[config.mk]
export PLATFORM = sky130hd
export DESIGN_NAME = dispense_pulse_gen
export DESIGN_NICKNAME = d
export VERILOG_FILES = /design/src/rtl/dispense_pulse_gen.sv
export SDC_FILE = /design/constraint.sdc
export NUM_CORES = 1
export LEC_CHECK = 0
export ABC_AREA = 1
export BUFFER_PORTS_ARGS = -buffer_cell sky130_fd_sc_hd__buf_2
export CAP_MARGIN = 5
export CORE_MARGIN = 2
export CORE_UTILIZATION = 45
export DETAILED_ROUTE_END_ITERATION = 10
export GPL_ROUTABILITY_DRIVEN = 0
export PLACE_DENSITY = 0.6
export REMOVE_ABC_BUFFERS = 1
export SYNTH_ARGS = -nofsm -noshare
export SYNTH_HDL_FRONTEND = slang
export SYNTH_SLANG_ARGS = --single-unit
[constraint.sdc]
create_clock -name clk -period 4.1 [get_ports clk]
set_input_delay 0.205 -clock clk [delete_from_list [all_inputs] [get_ports clk]]
set_output_delay 0.205 -clock clk [all_outputs]
set_load 0.01 [all_outputs]
[src/rtl/dispense_pulse_gen.sv]
// ---------------------------------------------------------------------------
// dispense_pulse_gen
//   Re-expands one-cycle trig requests into fixed-width level pulses on a
//   physical output. Requests arriving while a pulse (or its trailing low gap)
//   is running are counted in a saturating pending counter and replayed in
//   order, each separated by a GAP_CYCLES low gap.
//
//   Optional feature macro: PULSE_ABORT_EN (adds the abort input, which ends
//   the current HOLD early and enters a full GAP).
//
// Ports
//   clk       in          system clock, posedge
//   rst_n     in          asynchronous active-low reset
//   trig      in          one-cycle request pulse
//   clr       in          synchronous flush of the pending queue
//   abort     in          (PULSE_ABORT_EN only) end current HOLD early
//   out       out         registered pulse output
//   busy      out         high whenever the FSM is not idle
//   pending   out [PEND_W] queued requests not yet started
//   overflow  out         one-cycle pulse when a trig is dropped at saturation
// ---------------------------------------------------------------------------
module dispense_pulse_gen #(
  parameter int HOLD_CYCLES = 25_000_000,
  parameter int GAP_CYCLES  = 5_000_000,
  parameter int CNT_W       = 25,
  parameter int PEND_W      = 3
) (
  input  logic              clk,
  input  logic              rst_n,
  input  logic              trig,
  input  logic              clr,
`ifdef PULSE_ABORT_EN
  input  logic              abort,
`endif
  output logic              out,
  output logic              busy,
  output logic [PEND_W-1:0] pending,
  output logic              overflow
);

  typedef enum logic [1:0] {
    S_IDLE = 2'd0,
    S_HOLD = 2'd1,
    S_GAP  = 2'd2
  } state_t;

  localparam logic [CNT_W-1:0]  HOLD_LOAD = CNT_W'(HOLD_CYCLES - 1);
  localparam logic [CNT_W-1:0]  GAP_LOAD  = CNT_W'(GAP_CYCLES - 1);
  localparam logic [PEND_W-1:0] MAX_PEND  = {PEND_W{1'b1}};

  state_t            state_q, state_d;
  logic [CNT_W-1:0]  timer_q, timer_d;
  logic [PEND_W-1:0] pend_q, pend_d;
  logic              out_q, out_d;
  logic              busy_q, busy_d;
  logic              ovf_q, ovf_d;

  logic              abort_s;
  logic              tdone_s;
  logic              consume_s;
  logic              enq_s;

`ifdef PULSE_ABORT_EN
  assign abort_s = abort;
`else
  assign abort_s = 1'b0;
`endif

  assign tdone_s = (timer_q == {CNT_W{1'b0}});

  // State register: FSM state, timer, pending counter and registered outputs.
  always_ff @(posedge clk or negedge rst_n) begin
    if (!rst_n) begin
      state_q <= S_IDLE;
      timer_q <= {CNT_W{1'b0}};
      pend_q  <= {PEND_W{1'b0}};
      out_q   <= 1'b0;
      busy_q  <= 1'b0;
      ovf_q   <= 1'b0;
    end else begin
      state_q <= state_d;
      timer_q <= timer_d;
      pend_q  <= pend_d;
      out_q   <= out_d;
      busy_q  <= busy_d;
      ovf_q   <= ovf_d;
    end
  end

  // Next-state logic: FSM transitions, timer reload/decrement, queue accounting.
  always_comb begin
    state_d   = state_q;
    timer_d   = timer_q;
    consume_s = 1'b0;
    case (state_q)
      S_IDLE: begin
        timer_d = {CNT_W{1'b0}};
        // clr blocks any start; a queued entry takes precedence over trig
        if (!clr && (pend_q != {PEND_W{1'b0}} || trig)) begin
          state_d   = S_HOLD;
          timer_d   = HOLD_LOAD;
          consume_s = (pend_q != {PEND_W{1'b0}});
        end else begin
          state_d = S_IDLE;
        end
      end
      S_HOLD: begin
        if (abort_s || tdone_s) begin
          state_d = S_GAP;
          timer_d = GAP_LOAD;
        end else begin
          timer_d = timer_q - {{(CNT_W-1){1'b0}}, 1'b1};
        end
      end
      S_GAP: begin
        if (tdone_s) begin
          // a flush on the last gap cycle leaves nothing to replay
          if (!clr && pend_q != {PEND_W{1'b0}}) begin
            state_d   = S_HOLD;
            timer_d   = HOLD_LOAD;
            consume_s = 1'b1;
          end else begin
            state_d = S_IDLE;
            timer_d = {CNT_W{1'b0}};
          end
        end else begin
          timer_d = timer_q - {{(CNT_W-1){1'b0}}, 1'b1};
        end
      end
      default: begin
        state_d = S_IDLE;
        timer_d = {CNT_W{1'b0}};
      end
    endcase

    // A trig that starts a pulse straight from an empty idle queue is not queued.
    enq_s = trig && !clr && !(state_q == S_IDLE && pend_q == {PEND_W{1'b0}});

    pend_d = pend_q;
    if (clr) begin
      pend_d = {PEND_W{1'b0}};
    end else if (enq_s && !consume_s) begin
      if (pend_q != MAX_PEND) begin
        pend_d = pend_q + {{(PEND_W-1){1'b0}}, 1'b1};
      end else begin
        pend_d = pend_q;
      end
    end else if (consume_s && !enq_s) begin
      pend_d = pend_q - {{(PEND_W-1){1'b0}}, 1'b1};
    end else begin
      pend_d = pend_q;
    end
  end

  // Output logic: outputs for the next cycle, derived from the next state.
  always_comb begin
    out_d  = (state_d == S_HOLD);
    busy_d = (state_d != S_IDLE);
    if (!clr && enq_s && !consume_s && pend_q == MAX_PEND) begin
      ovf_d = 1'b1;
    end else begin
      ovf_d = 1'b0;
    end
  end

  assign out      = out_q;
  assign busy     = busy_q;
  assign pending  = pend_q;
  assign overflow = ovf_q;

endmodule
# Yosys cells after proc, flatten, opt, wreduce, memory -nomap -nowiden
# Index checks and enable logic that the tools add are counted.
[word_totals]
ff_bits = 33
out_inout_bits = 6
[op_classes]
n_addsub = 3
eq_ne = 6
muxes = 19
n_reduce_logical = 22
[ops]
columns = ["op", "count"]
rows = [
  ["two-way mux 25 bit", 4],
  ["one-hot mux 25 bit (3 select lines)", 1],
  ["zero test 25 bit", 1],
  ["subtractor 25 x 1 -> 25 bit, second input constant", 1],
  ["two-way mux 3 bit", 4],
  ["logical AND 1 bit", 10],
  ["two-way mux 1 bit", 6],
  ["one-hot mux 2 bit (3 select lines)", 1],
  ["nonzero test 3 bit", 2],
  ["equality test 2 x 1 -> 1 bit, second input constant", 2],
  ["zero test 1 bit", 4],
  ["two-way mux 2 bit", 2],
  ["adder 3 x 1 -> 3 bit, second input constant", 1],
  ["equality test 3 bit, second input constant", 1],
  ["zero test 3 bit", 1],
  ["inequality test 3 x 2 -> 1 bit, second input constant", 1],
  ["inequality test 3 bit, second input constant", 1],
  ["subtractor 3 x 1 -> 3 bit, second input constant", 1],
  ["equality test 2 bit, second input constant", 1],
  ["zero test 2 bit", 1],
  ["one-hot mux 1 bit (2 select lines)", 1],
  ["AND reduction 2 bit", 1],
  ["nonzero test 2 bit", 1],
  ["logical OR 1 bit", 1],
]

# Depth between registers and ports, before layout
[logic_depth]
word_depth = 9
mapped_depth = 16
mapped_depth_nobuf = 16

# Least setup slack after synthesis
# OpenSTA, ideal clock, no wires.
[synth_path]
path_kind = "register -> register"
start = "reg timer_q[0]"
end = "reg pend_q[2] (netlist: pending[2])"
setup_slack_ns = 2.051
path_stages_with_launch = 17
t_arrival_ns = 1.931
period_less_slack_ns = 2.049
path_buffers = 0
cell_sequence = "dfrtp_1 > inv_1 > ha_1 > inv_1 > nor2_1 > nand2_1 > nor2_1 > nand3_4 > nand2_4 > nand2_4 > nand2_2 > inv_1 > fa_1 > inv_1 > nand2_1 > nand3_1 > nand2_1"
[synth_via]
elab_chain_cells = 7
elab_cells_between_ends = 11
[synth_lines]
columns = ["item", "line", "rtl"]
rows = [
  ["start: declaration", "52", "logic [CNT_W-1:0] timer_q, timer_d;"],
  ["start signal: assignment", "75", "timer_q <= {CNT_W{1'b0}};"],
  ["start signal: assignment", "82", "timer_q <= timer_d;"],
  ["zero test 25 bit (*)", "69", "assign tdone_s = (timer_q == {CNT_W{1'b0}});"],
  ["two-way mux 1 bit (*)", "116", "if (tdone_s) begin"],
  ["one-hot mux 1 bit (2 select lines) (*)", "95", "case (state_q)"],
  ["zero test 1 bit", "142", "end else if (enq_s && !consume_s) begin"],
  ["logical AND 1 bit", "142", ""],
  ["inequality test 3 x 2 -> 1 bit (no line) (tied with other cells)", "n/a", ""],
  ["AND reduction 2 bit (no line) / two-way mux 3 bit (equally long branches)", "n/a", ""],
  ["end signal: assignment", "76", "pend_q <= {PEND_W{1'b0}};"],
  ["end signal: assignment", "83", "pend_q <= pend_d;"],
  ["end: declaration", "53", "logic [PEND_W-1:0] pend_q, pend_d;"],
]
# Mark *: on every way between the ends. The rest lies on a longest branch, timed or not.
# A chain may end at the register's enable or synchronous reset.

# Worst setup path after layout
# Ends and elaborated chain as after synthesis.

==> impl_metrics.env <==
export IMPL_cts_root_buf="clkbuf_8"
export IMPL_clk_pin_slew_ps=70
export IMPL_grt_first_pass_wirelength_mm=7.879
export IMPL_fin_crit_ps=2371
export IMPL_cts_made_buffers=5
export IMPL_yosysWarnings=0
export IMPL_skew_ps=4.345
export IMPL_start_util_pct=46.92
export IMPL_critPathKind="reg -> reg"
export IMPL_synth_fa_ha_area_share_pct=2.190
export IMPL_wire_per_inst_um=13.59
export IMPL_die_h_um=71.61
export IMPL_grt_pass1_vias=1683
export IMPL_synth_top_family_by_area="simple AND/OR/NAND/NOR gates"
export IMPL_synthFlopType="dfrtp_1"
export IMPL_fmax_mhz=421.8
export IMPL_die_w_um=71.61
export IMPL_hpwlAfterDp_mm=3.253
export IMPL_drtAntennaViolNets=0
export IMPL_dp_cells=320
export IMPL_synthArstFlopShare_pct=100.0
export IMPL_grt_max_degree=34
export IMPL_relSlewSlack_pct=49.80
export IMPL_synth_edf_count=0
export IMPL_leakage_nw=1.111
export IMPL_crit_arrival_ps=2550
export IMPL_grt_use_total_pct=20.02
export IMPL_antenna_diode_count=0
export IMPL_ys_ff_latch=33
export IMPL_die_area_sq_mm=0.005128
export IMPL_place_area_sq_mm=0.002158
export IMPL_p_per_area_mw_per_mm2=644.9
export IMPL_period_share_pct=57.83
export IMPL_routed_wl_mm=4.456
export IMPL_start_kind="register"
export IMPL_io_pins=10
export IMPL_overflow=0
export IMPL_ctsHoldBuffers=0
export IMPL_ys_seq_area_share_pct=40.15
export IMPL_vias=1673
export IMPL_final_area_sq_mm=0.002241
export IMPL_postSynthAreaPerCell_sq_um=7.881
export IMPL_end_kind="register"
export IMPL_total_power_mw=1.445
export IMPL_crit_family="simple AND/OR/NAND/NOR gates"
export IMPL_postCtsSetupBuffers=0
export IMPL_layoutNonFillerInstCount=328
export IMPL_cts_buffer_depth=2
export IMPL_synth_top_area_share_pct=40.15
export IMPL_tritoncts="done"
export IMPL_netlist_area_sq_mm=0.002057
export IMPL_dr_pass1_iters=4
export IMPL_setup_viol=0
export IMPL_status="complete, but fails checks"
export IMPL_rsz0062_at_grt="no"
export IMPL_path_buf_inv=4
export IMPL_drive_above_1_share_pct=17.75
export IMPL_tightest_slew_ps=753.0
export IMPL_synth_area_leader_cell="dfrtp_1"
export IMPL_synth_cells=261
export IMPL_crit_top_cell="inv_1"
export IMPL_synth_xor_xnor_area_share_pct=4.684
export IMPL_slowest_stage="fa_1"
export IMPL_fin_setup_tns_ps=0
export IMPL_synth_cell_type_count=36
export IMPL_rows=24
export IMPL_final_max_slew_violation_count=0
export IMPL_final_hold_violation_count=33
export IMPL_cpPeakStageDelay_ps=380
export IMPL_core_area_sq_mm=0.004384
export IMPL_synth_top_cells_by_area="dfrtp_1, nand2_1, nor2_1"
export IMPL_synth_compound_area_share_pct=9.732
export IMPL_routed_via_density=5.101
export IMPL_clock_latency_ps=290
export IMPL_rrSetupSlack_ps=1730
export IMPL_cts_sinks=33
export IMPL_synth_simple_area_share_pct=37.17
export IMPL_reg2reg_to="pending[2]$_DFFE_PN0P_"
export IMPL_final_util_pct=51.11
export IMPL_violations="hold timing"
export IMPL_yosys_cell_count_top_type="nand2_1"
export IMPL_yosys_top_cells_count="nand2_1, nor2_1, dfrtp_1, inv_1, nand3_1"
export IMPL_path_cells="inv_1, ha_1, inv_1, nor2_1, nand2_1, nor2_1, nand3_4, nand2_4, nand2_4, nand2_2, inv_1, fa_1, inv_1, nand2_1, nand3_1, nand2_1"
export IMPL_hold_class="in -> async"
export IMPL_crit_required_ps=4280
export IMPL_drt_iter0_markers=80
export IMPL_crit_fanout=14
export IMPL_ctsResizeCount=0
export IMPL_port_buffers=9
export IMPL_max_cap_violations=0
export IMPL_fin_hold_ws_ps=-16.90
export IMPL_layout_nets=282
export IMPL_area_delta_synth_final_pct=8.942
export IMPL_ir_drop_mv=0.3248
export IMPL_ff2ff_path_depth=16
export IMPL_antenna_found_initial=0
export IMPL_htreeDepth=2
export IMPL_r2r_start="timer_q[0]$_DFF_PN0_"
export IMPL_drc=0
export IMPL_synthMuxAreaShare_pct=0
==> worst max-delay path by stage <==
stage               slack [ps]                 start  cells after the start                     end
CTS                       1730  timer_q[0]$_DFF_PN0_                     16  pending[2]$_DFFE_PN0P_
detailed placement        1740  timer_q[0]$_DFF_PN0_                     16  pending[2]$_DFFE_PN0P_
floorplan                 1980  timer_q[0]$_DFF_PN0_                     16  pending[2]$_DFFE_PN0P_
global route              1510  timer_q[0]$_DFF_PN0_                     16  pending[2]$_DFFE_PN0P_
global placement          1840  timer_q[0]$_DFF_PN0_                     16  pending[2]$_DFFE_PN0P_
finish                    1730  timer_q[0]$_DFF_PN0_                     16  pending[2]$_DFFE_PN0P_
==> placed cells by master (no fill, tap or decap), drive strengths merged <==
master  Yosys  layout
fa          1       1
nor4        1       1
nor3        5       5
xor2        6       6
o211ai      1       1
o21ai      15      15
a31o        1       1
nor2       47      47
nand4       5       5
clkinv      0       2
a21boi      1       1
nand3      19      19
or2         2       2
dfrtp      33      33
ha          2       2
inv        31      31
o31ai       3       3
and3        1       1
nand3b      2       2
buf         1       9
xnor2       5       5
a22oi       2       2
nand2      66      66
a21oi      10      10
clkbuf      1       6
==> layout make-up <==
cell class | count | area [sq um]
inverters | 31 | 116.4
repair buffers | 9 | 45.04
clock buffers | 6 | 72.57
clock inverters | 2 | 10.01
well taps | 52 | 65.06
flip-flops and latches | 33 | 825.8
fillers | 431 | 2143
multi-input cells | 195 | 1106
==> state kept, by name (all words and copies together), names as in the netlist <==
| signal | flops |
|---|---|
| state_q | 2 |
| busy | 1 |
| overflow | 1 |
| timer_q | 25 |
| pending | 3 |
| out | 1 |
==> cell families (layout without fill, tap and decap cells) <==
| logic type | count (synthesis) | after routing |
|---|---|---|
| DFF | 33 | 33 |
| AOI/OAI and AO/OA | 33 | 33 |
| buffers and inverters | 33 | 48 |
| xor gates and xnor gates | 11 | 11 |
| adders and majority gates | 3 | 3 |
| and+or+nand+nor | 148 | 148 |
==> per-stage QoR <==
stage                     setup slack, ps  hold WS [ps]
after global routing                 1508         49.18
after global placement               1837         316.6
final                                1729        -16.90
after floorplan                      1979        -90.59
after detailed placement             1742         323.7
after CTS                            1735         11.58
==> per-layer routing <==
metal / GRT usage [%] / vias up / part of all wire (%)
met2: 30.86 / 27 / 44
met1: 27.34 / 764 / 50
met3: 4.360 / 11 / 3.9
li1: - / 871 / -
met5: 0 / - / 0
met4: 8.386 / 0 / 2.2
==> power by group <==
group / leakage [nW] / switching, mW / internal [mW] / total, mW
clock: 0.0450 / 0.122 / 0.118 / 0.239
combinational: 0.656 / 0.387 / 0.236 / 0.622
sequential: 0.411 / 0.138 / 0.445 / 0.583
total: 1.11 / 0.646 / 0.799 / 1.45
No activity file was read; power rests on OpenSTA's default activity.
